$ cat src/rtl/key_press_gen.sv
`default_nettype none
// ============================================================================
//  Module      : key_press_gen
//  Description : Deterministic push-button emulator. On a request it drives an
//                active-low key line: bounce at the press edge, stable low
//                hold, bounce at the release edge, then a stable high settle.
//  Revision    : 1.0 - initial release
// ============================================================================
module key_press_gen #(
    parameter logic [27:0] FREQ         = 28'd50_000_000,
    parameter int          HOLD_MS      = 20,
    parameter int          BOUNCE_EDGES = 4,
    parameter int          GLITCH_CYC   = 250
) (
    input  logic        clk,
    input  logic        rst,
    input  logic        press_req,
    input  logic        abort,
    output logic        key_out,
    output logic        busy,
    output logic        done,
    output logic [15:0] press_cnt
);

    localparam logic [31:0] c_HOLD_CYC   = 32'((32'(FREQ) / 32'd1000) * 32'(HOLD_MS));
    localparam logic [31:0] c_GLITCH_CYC = 32'(GLITCH_CYC);
    localparam logic [31:0] c_LAST_SEG   = (BOUNCE_EDGES > 0) ? 32'(2 * BOUNCE_EDGES - 1) : 32'd0;
    localparam logic        c_HAS_BOUNCE = (BOUNCE_EDGES > 0);

    localparam logic [2:0] S_IDLE    = 3'd0;
    localparam logic [2:0] S_PRESS_B = 3'd1;
    localparam logic [2:0] S_HOLD    = 3'd2;
    localparam logic [2:0] S_REL_B   = 3'd3;
    localparam logic [2:0] S_SETTLE  = 3'd4;

    // Phases that are empty for this parameter set are skipped at elaboration
    // time, so the FSM never spends a cycle in a zero-length phase.
    localparam logic [2:0] c_AFTER_HOLD = c_HAS_BOUNCE ? S_REL_B : S_SETTLE;
    localparam logic [2:0] c_HOLD_ENTRY = (c_HOLD_CYC != 32'd0) ? S_HOLD : c_AFTER_HOLD;
    localparam logic [2:0] c_START      = c_HAS_BOUNCE ? S_PRESS_B : c_HOLD_ENTRY;

    logic [2:0]  r_state;
    logic [31:0] r_seg_cnt;
    logic [31:0] r_seg_idx;
    logic        r_key_out;
    logic        r_busy;
    logic        r_done;
    logic [15:0] r_press_cnt;

    // Key level on the first cycle of a phase: press side low, release side high.
    function automatic logic f_entry_level(input logic [2:0] s);
        return (s == S_REL_B) || (s == S_SETTLE);
    endfunction

    assign key_out   = r_key_out;
    assign busy      = r_busy;
    assign done      = r_done;
    assign press_cnt = r_press_cnt;

    // Sequencer: phase/segment tracking with all outputs registered.
    always_ff @(posedge clk or posedge rst) begin
        if (rst) begin
            r_state     <= S_IDLE;
            r_seg_cnt   <= 32'd0;
            r_seg_idx   <= 32'd0;
            r_key_out   <= 1'b1;
            r_busy      <= 1'b0;
            r_done      <= 1'b0;
            r_press_cnt <= 16'd0;
        end else begin
            r_done <= 1'b0;
            if ((r_state != S_IDLE) && abort) begin
                r_state   <= S_IDLE;
                r_key_out <= 1'b1;
                r_busy    <= 1'b0;
                r_seg_cnt <= 32'd0;
                r_seg_idx <= 32'd0;
            end else begin
                case (r_state)
                    S_IDLE: begin
                        // Abort in the same cycle drops the request.
                        if (press_req && !abort) begin
                            r_state   <= c_START;
                            r_key_out <= f_entry_level(c_START);
                            r_busy    <= 1'b1;
                            r_seg_cnt <= 32'd1;
                            r_seg_idx <= 32'd0;
                        end
                    end
                    S_PRESS_B: begin
                        if (r_seg_cnt == c_GLITCH_CYC) begin
                            r_seg_cnt <= 32'd1;
                            if (r_seg_idx == c_LAST_SEG) begin
                                r_state   <= c_HOLD_ENTRY;
                                r_key_out <= f_entry_level(c_HOLD_ENTRY);
                                r_seg_idx <= 32'd0;
                            end else begin
                                // Even segments low, odd segments high.
                                r_seg_idx <= r_seg_idx + 32'd1;
                                r_key_out <= ~r_seg_idx[0];
                            end
                        end else begin
                            r_seg_cnt <= r_seg_cnt + 32'd1;
                        end
                    end
                    S_HOLD: begin
                        if (r_seg_cnt == c_HOLD_CYC) begin
                            r_state   <= c_AFTER_HOLD;
                            r_key_out <= f_entry_level(c_AFTER_HOLD);
                            r_seg_cnt <= 32'd1;
                            r_seg_idx <= 32'd0;
                        end else begin
                            r_seg_cnt <= r_seg_cnt + 32'd1;
                        end
                    end
                    S_REL_B: begin
                        if (r_seg_cnt == c_GLITCH_CYC) begin
                            r_seg_cnt <= 32'd1;
                            if (r_seg_idx == c_LAST_SEG) begin
                                r_state   <= S_SETTLE;
                                r_key_out <= 1'b1;
                                r_seg_idx <= 32'd0;
                            end else begin
                                // Even segments high, odd segments low.
                                r_seg_idx <= r_seg_idx + 32'd1;
                                r_key_out <= r_seg_idx[0];
                            end
                        end else begin
                            r_seg_cnt <= r_seg_cnt + 32'd1;
                        end
                    end
                    S_SETTLE: begin
                        if (r_seg_cnt == c_GLITCH_CYC) begin
                            r_state     <= S_IDLE;
                            r_busy      <= 1'b0;
                            r_done      <= 1'b1;
                            r_press_cnt <= r_press_cnt + 16'd1;
                            r_seg_cnt   <= 32'd0;
                        end else begin
                            r_seg_cnt <= r_seg_cnt + 32'd1;
                        end
                    end
                    default: begin
                        r_state   <= S_IDLE;
                        r_key_out <= 1'b1;
                        r_busy    <= 1'b0;
                        r_seg_cnt <= 32'd0;
                        r_seg_idx <= 32'd0;
                    end
                endcase
            end
        end
    end

endmodule
`default_nettype wire
$ cat config.mk
export PLATFORM = sky130hd
export DESIGN_NAME = key_press_gen
export DESIGN_NICKNAME = d
export VERILOG_FILES = /design/src/rtl/key_press_gen.sv
export SDC_FILE = /design/constraint.sdc
export NUM_CORES = 1
export LEC_CHECK = 0
export CAP_MARGIN = 20
export CORE_MARGIN = 5
export CORE_UTILIZATION = 55
export CTS_BUF_LIST = sky130_fd_sc_hd__clkbuf_2 sky130_fd_sc_hd__clkbuf_4 sky130_fd_sc_hd__clkbuf_8
export CTS_CLUSTER_DIAMETER = 60
export DETAILED_ROUTE_END_ITERATION = 8
export MAX_ROUTING_LAYER = met4
export PLACE_DENSITY = 0.7
export SLEW_MARGIN = 30
export SYNTH_ARGS = -nofsm -noshare
export SYNTH_HDL_FRONTEND = slang
export SYNTH_SLANG_ARGS = --single-unit
$ cat constraint.sdc
create_clock -name clk -period 3.75 [get_ports clk]
set_input_delay 0.5625 -clock clk [delete_from_list [all_inputs] [get_ports clk]]
set_output_delay 0.5625 -clock clk [all_outputs]
set_load 0.01 [all_outputs]
Word-level counts from Yosys, hierarchy flattened
Cells that the tools add are included.
{"block": "op_classes", "addsub": 3, "eq_ne": 17, "n_mux": 36, "n_bitwise": 2, "n_reduce_logical": 12}
{"op": "32-bit 2-to-1 mux", "n": 10}
{"op": "32-bit one-hot mux with 4 select lines", "n": 2}
{"op": "32-bit by 1-bit adder with 32-bit output, second input constant", "n": 2}
{"op": "32-bit by 20-bit == test with 1-bit output, second input constant", "n": 1}
{"op": "32-bit by 3-bit == test with 1-bit output, second input constant", "n": 1}
{"op": "32-bit by 8-bit == test with 1-bit output, second input constant", "n": 1}
{"op": "3-bit 2-to-1 mux", "n": 8}
{"op": "3-bit != test, second input constant", "n": 7}
{"op": "16-bit by 1-bit adder with 16-bit output, second input constant", "n": 1}
{"op": "3-bit one-hot mux with 5 select lines", "n": 1}
{"op": "1-bit 2-to-1 mux", "n": 13}
{"op": "7-bit AND reduction", "n": 1}
{"op": "3-bit by 2-bit == test with 1-bit output, second input constant", "n": 2}
{"op": "3-bit AND reduction", "n": 2}
{"op": "1-bit one-hot mux with 5 select lines", "n": 1}
{"op": "5-bit AND reduction", "n": 1}
{"op": "4-bit AND reduction", "n": 1}
{"op": "3-bit by 1-bit == test with 1-bit output, second input constant", "n": 1}
{"op": "3-bit == test, second input constant", "n": 1}
{"op": "3-bit logical NOT", "n": 1}
{"op": "3-bit by 1-bit != test with 1-bit output, second input constant", "n": 1}
{"op": "1-bit one-hot mux with 3 select lines", "n": 1}
{"op": "3-bit nonzero test", "n": 1}
{"op": "3-bit OR reduction", "n": 1}
{"op": "6 further kinds", "n": 8}
{"block": "word_totals", "reg_bits": 86, "inputBits": 4, "output_inout_bits": 19, "word_cells": 77}

Longest topological paths before layout
Gate-level depths: netlist of run 1.
{"block": "logic_depth", "ltp_word": 5, "ltp_mapped": 9, "ltp_nobuf": 8}

Worst setup path before layout of run 1
No wires, ideal clock.
{"block": "synth_timing", "kind": "register to register", "startpoint": "reg r_seg_cnt[7]", "endpoint": "reg r_seg_cnt[19]", "setup_ns": 0.119, "arrival_ns": 2.116, "path_slack_ns": 1.515, "path_stages_with_launch": 8, "n_path_buf": 1, "synth_period_minus_slack_ns": 2.235, "cell_sequence": "dfrtp_1 -> or4_1 -> or3_4 -> o31ai_4 -> nand2_4 -> o21bai_4 -> buf_6 -> nor2_1"}
{"block": "synth_via", "elab_chain_cells": 4, "elab_cells_between_ends": 8, "classes_between": "add/sub (1); eq/ne (2); mux (5)"}
{"element": "start: declaration", "line_no": "43", "text": "logic [31:0] r_seg_cnt;"}
{"element": "start signal: assignment", "line_no": "103", "text": "r_seg_cnt <= r_seg_cnt + 32'd1;"}
{"element": "start signal: assignment", "line_no": "113", "text": "r_seg_cnt <= r_seg_cnt + 32'd1;"}
{"element": "start signal: assignment", "line_no": "129", "text": "r_seg_cnt <= r_seg_cnt + 32'd1;"}
{"element": "32-bit by 1-bit adder with 32-bit output, or another cell as far along"}
{"element": "32-bit 2-to-1 mux, on equally long branches"}
{"element": "32-bit one-hot mux with 4 select lines (*)", "line_no": "79", "text": "case (r_state)"}
{"element": "32-bit 2-to-1 mux (*)", "line_no": "72", "text": "if ((r_state != S_IDLE) && abort) begin"}
Mark *: on every way between the ends. The rest lies on a longest branch, timed or not.
A chain may end at the register's enable or synchronous reset.

Final worst setup path of run 1
{"block": "layout_timing", "startpoint": "reg r_seg_cnt[7]", "endpoint": "reg r_seg_cnt[15]"}
The elaborated chain is that of the path after synthesis.

==> results.sh, run 1 <==
export IMPL_worstPathRequired_ps=3960
export IMPL_ys_warn_count=0
export IMPL_syn_area_um2=4750
export IMPL_cts_root_buf="clkbuf_8"
export IMPL_gr_total_overflow=0
export IMPL_die_h_um=103
export IMPL_core_um2=8300
export IMPL_place_area_um2=5050
export IMPL_start_util_pct=57.2
export IMPL_ys_seq_elements=86
export IMPL_slew_violations=0
export IMPL_synthCells=522
export IMPL_grt_start_max_net_pins=36
export IMPL_wl_mm=10.3
export IMPL_cts_hold_fix_buffers=0
export IMPL_status="finished, final reports clean"
export IMPL_crit_fanout=28
export IMPL_worstSetupPathType="reg2reg"
export IMPL_first_pass_iters=5
export IMPL_ant_nets=0
export IMPL_yosys_top_cells_count="dfrtp_1, nor2_1, o21ai_0"
export IMPL_cts_sinks=86
export IMPL_cts_buffers=9
export IMPL_startpoint="r_seg_cnt[7]"
export IMPL_dp_cells=633
export IMPL_finalHoldViolations=0
export IMPL_yosys_most_used_dff="dfrtp_1"
export IMPL_drc_errors=0
export IMPL_ys_top_cells_by_area="dfrtp_1, o21ai_0, nor2_1"
export IMPL_layout_drive_gt1_share_pct=7.90
export IMPL_nets=548
export IMPL_via_per_inst=6.09
export IMPL_cap_viol_max_count=0
export IMPL_clock_skew_ps=8.03
export IMPL_h_tree_depth=3
export IMPL_antenna_found_initial=0
export IMPL_setup_worst_path_end_class="register"
export IMPL_avgSynthCellArea_um2=9.09
export IMPL_yosysMostFrequentCell="dfrtp_1"
export IMPL_io_pins=23
export IMPL_reg2reg_from="r_seg_cnt[7]"
export IMPL_final_cells=649
export IMPL_dieArea_um2=10600
export IMPL_cts_tree="yes"
export IMPL_grt_pass1_vias=3904
export IMPL_reg2reg_depth=6
export IMPL_cts_buffer_depth=2
export IMPL_max_freq_mhz=366
export IMPL_die_w_um=103
export IMPL_worstSetupStartpointType="register"
export IMPL_dp_final_hpwl_mm=7.04
export IMPL_hold_path_class="in2async"
export IMPL_fin_crit_sh_pct=72.8
export IMPL_num_rows=33
export IMPL_diodes=0
export IMPL_r2r_slack_ps=1020
export IMPL_endpoint="r_seg_cnt[15]"
export IMPL_cts_resized=0
export IMPL_synth_top_area_share_pct=44.8
export IMPL_post_cts_buffers=0
export IMPL_synth_cell_types=59
export IMPL_avgRoutedWirePerCell_um=15.8
export IMPL_setup_ws_ps=1020
export IMPL_setup_viol=0
export IMPL_utilization_pct=63.3
export IMPL_p_leak_nw=2.24
export IMPL_syn_num_nets=531
export IMPL_clk_transition_reported_paths_ps=90
export IMPL_clk_latency_ps=360
export IMPL_r2r_end="r_seg_cnt[15]"
export IMPL_io_buffers=22
export IMPL_gp_congestion=0.906
export IMPL_fill_cells=704
export IMPL_yosysSeqAreaShare_pct=45.4
export IMPL_final_setup_tns_ps=0
export IMPL_grt_usage_pct=21.7
export IMPL_grt_pass1_wl_mm=18.0
export IMPL_fin_area_um2=5250
export IMPL_ir_worst_vdd_mv=0.288
export IMPL_arrival_ps=2940
export IMPL_rsz0062_at_grt="false"
export IMPL_period_needed_ps=2730
export IMPL_max_slew_margin_rel_pct=56.4
export IMPL_dpl_worst_slack_ps=946
export IMPL_areaGrowthSynthToFinish_pct=10.7
export IMPL_synth_largest_area_cell="dfrtp_1"
export IMPL_power_density_nw_per_um2=427
export IMPL_ys_async_sr_fraction_pct=100
export IMPL_synth_edf_count=0
export IMPL_worst_slew_pin_slew_ps=652
export IMPL_vias=3954
export IMPL_drt_iter0_markers=231
[flip-flops by register name, summed over array words and instances, names as in the netlist]
name,flops
press_cnt,16
r_seg_idx,32
r_state,3
done,1
busy,1
key_out,1
r_seg_cnt,32
[where the power goes]
part | internal (mW) | leakage [nW] | switching, mW | total [mW]
sequential | 0.967 | 1.18 | 0.0677 | 1.03
clock | 0.321 | 0.102 | 0.351 | 0.673
combinational | 0.185 | 0.958 | 0.351 | 0.536
total | 1.47 | 2.24 | 0.770 | 2.24
[metrics by stage]
step | power [mW] | hold WS, ps
after CTS | 2.26 | 480
after floorplan | 1.46 | 452
after detailed placement | 1.59 | 469
after global routing | 2.37 | 505
after global placement | 1.58 | 460
final | 2.24 | 472
[worst min path at each step]
stage / to / slack, ps / depth (start not counted)
global placement: press_cnt[15] / 460 / 1
global route: press_cnt[14] / 500 / 2
CTS: press_cnt[14] / 480 / 2
detailed placement: press_cnt[15] / 470 / 1
finish: press_cnt[14] / 470 / 2
floorplan: r_seg_idx[31] / 450 / 1
[logic make-up (layout without fill, tap and decap cells)]
family                   after synthesis  count (layout)  share of synthesized area (%)
AND/OR/NAND/NOR                      238             238                           27.0
AO/OA/AOI/OAI                        113             113                           14.8
flip-flops                            86              86                           45.4
XOR/XNOR                              43              43                           7.94
buffers and inverters                 35              57                           3.14
adder cells (fa/ha/maj)                5               5                           1.32
multiplexers                           2               2                          0.448
[layer usage]
layer	GRT usage [%]	part of all wire (%)	vias up
met5	-	0	-
met4	8.17	2.0	0
met3	2.64	3.0	23
met2	35.0	49	77
met1	28.1	46	1930
li1	-	-	1924
[cell usage in the layout (no fill, tap or decap), types with 5 or more instances in the layout]
master,count
nand2_1,31
nand3_1,35
nor3_1,9
buf_4,7
xnor2_1,14
o31ai_1,11
xor2_1,29
nand4_1,23
nor2_1,69
nor4_1,13
ha_1,5
and4_1,9
dfrtp_1,85
clkbuf_8,9
a21oi_1,17
and3_1,17
inv_1,11
a31oi_1,8
or3_1,5
clkdlybuf4s50_1,22
o21ai_0,54
[layout make-up]
type / count / area [µm²] / area share [%]
multi-input combinational: 401 / 2450 / 46.6
clock buffer: 10 / 131 / 2.50
clock inverter: 6 / 71.3 / 1.36
sequential: 86 / 2150 / 41.0
inverter: 12 / 46.3 / 0.881
timing repair buffer: 29 / 273 / 5.19
tap: 105 / 131 / 2.50
[critical path: stages (launching register included)]
cell and delay [ps]:
dfrtp_1 460, or4_1 620, or3_4 380, o31ai_4 350, nand2_4 100, o21bai_4 540
nor2_1 130
Power figures use the tool's default switching activity.
==> inputs of run 2 (changes only) <==
Clock period 3.75 ns to 2.55 ns, I/O delays scaled along.
==> results.sh, run 2 (same netlist as run 1, synthesis figures left out) <==
export IMPL_setup_worst_path_end_class="register"
export IMPL_layout_commonest_cell="dfrtp_1"
export IMPL_layout_drive_gt1_share_pct=10.4
export IMPL_dp_final_hpwl_mm=7.43
export IMPL_power_total_mw=3.45
export IMPL_cts_root_buf="clkbuf_8"
export IMPL_diodes=0
export IMPL_worstSetupPathType="reg2reg"
export IMPL_io_buffers=22
export IMPL_rsz0062_at_grt="true"
export IMPL_crit_fanout=8
export IMPL_io_pins=23
export IMPL_cts_buffer_depth=2
export IMPL_max_freq_mhz=405
export IMPL_arrival_ps=2740
export IMPL_avgRoutedWirePerCell_um=16.4
export IMPL_hold_path_class="in2async"
export IMPL_hold_slack_ps=443
export IMPL_utilization_pct=65.6
export IMPL_status="finished, final reports clean"
export IMPL_layout_common_cells="dfrtp_1, nor2_1, o21ai_0"
export IMPL_max_slew_margin_rel_pct=56.0
export IMPL_power_density_nw_per_um2=634
export IMPL_cts_sinks=86
export IMPL_drt_iter0_markers=183
export IMPL_areaGrowthSynthToFinish_pct=14.7
export IMPL_die_w_um=103
export IMPL_start_util_pct=57.2
export IMPL_wl_mm=10.9
export IMPL_cp_slowest_stage_delay_ps=440
export IMPL_grt_usage_pct=22.5
export IMPL_worstSetupStartpointType="register"
export IMPL_dieArea_um2=10600
export IMPL_drc_errors=0
export IMPL_grt_pass1_wl_mm=18.3
export IMPL_first_pass_iters=5
export IMPL_grt_start_max_net_pins=36
export IMPL_num_rows=33
export IMPL_clk_transition_reported_paths_ps=90
export IMPL_h_tree_depth=3
export IMPL_worst_slew_pin_slew_ps=658
export IMPL_critical_path_slowest_cell="dfrtp_1"
export IMPL_setup_viol=0
export IMPL_p_switching_mw=1.17
export IMPL_p_seq_share_pct=43.7
export IMPL_setup_ws_ps=80.7
export IMPL_nets=562
export IMPL_gp_congestion=0.887
export IMPL_cap_viol_max_count=0
export IMPL_grt_pass1_vias=3890
export IMPL_antenna_found_initial=0
export IMPL_slew_violations=0
export IMPL_internal_power_mw=2.28
export IMPL_path_cells="ha_1 > nor4b_1 > nand4_1 > nor4_2 > a221o_2 > or3b_1 > o211ai_1"
export IMPL_ant_nets=0
export IMPL_finalHoldViolations=0
export IMPL_dpl_worst_slack_ps=27.0
export IMPL_fin_crit_sh_pct=96.8
export IMPL_p_sw_share_pct=34.0
export IMPL_p_clk_share_pct=29.3
export IMPL_ir_worst_vdd_mv=0.392
export IMPL_vias=4006
export IMPL_cts_buffers=9
export IMPL_worstPathRequired_ps=2820
export IMPL_via_per_inst=6.05
export IMPL_power_frac_comb_pct=27.0
export IMPL_die_h_um=103
export IMPL_cts_tree="yes"
export IMPL_clock_skew_ps=12.4
export IMPL_clk_latency_ps=360
export IMPL_p_leak_nw=2.34
export IMPL_cts_hold_fix_buffers=0
export IMPL_gr_total_overflow=0
export IMPL_period_needed_ps=2470
export IMPL_core_um2=8300
run 2: changes by cell type in the layout (fill, tap and decap cells not counted), sizes merged:
cell,before,now
buf,7,20
clkinv,4,0
clkinvlp,1,3
clkbuf,10,11
o21bai,3,4
run 2: power groups by stage:
stage / registers (mW) / logic (mW) / clock network (mW)
floorplan: 1.50 / 0.648 / 0
global placement: 1.53 / 0.873 / 0
detailed placement: 1.53 / 0.882 / 0
CTS: 1.51 / 0.886 / 1.03
global route: 1.52 / 1.03 / 1.09
finish: 1.51 / 0.933 / 1.01
run 2: worst max-delay path, delay by kind of cell (launching register included):
| family | cells | cell delay (ps) |
|---|---|---|
| adders and majority gates | 1 | 210 |
| AOI/OAI and AO/OA | 2 | 380 |
| and+or+nand+nor | 4 | 1340 |
| DFF | 1 | 440 |
run 2: layer usage:
layer	wire [µm]	up-vias	global-route usage, %
li1	-	1961	-
met1	4980	1937	28.9
met2	5310	84	35.5
met3	326	24	3.65
met4	269	0	9.56
met5	0	-	-
run 2: worst paths after layout:
kind,startpoint,endpoint,slack (ps),cells past startpoint
max,r_seg_cnt[1],r_state[1],80,7
min,rst,r_seg_idx[15],440,2
max reg2reg,r_seg_cnt[1],r_state[1],80,7
min reg2reg,key_out,key_out,470,2
max in group asynchronous,rst,r_seg_cnt[8],1530,3
min in group clk,key_out,key_out,470,2
run 2: final cells by class:
cell class / count / area (µm²)
inverter: 12 / 48.8
tap: 105 / 131
timing repair buffer: 42 / 420
clock buffer: 11 / 151
clock inverter: 4 / 53.8
fill: 693 / 2860
multi-input combinational: 402 / 2480
sequential: 86 / 2150
run 2: timing repair:
action                                  in CTS  in global routing
buffers inserted                             0                  0
gates cloned                                 0                  1
pin swaps                                    0                  1
gates resized for setup                      1                  3
endpoints found under the setup margin      14                 31
run 2: stage by stage:
stage	std cells	area [µm²]	setup TNS (ps)
floorplan	522	4750	0
global placement	646	5200	0
detailed placement	646	5200	0
CTS	661	5410	0
global route	662	5440	-17.5
finish	662	5440	0
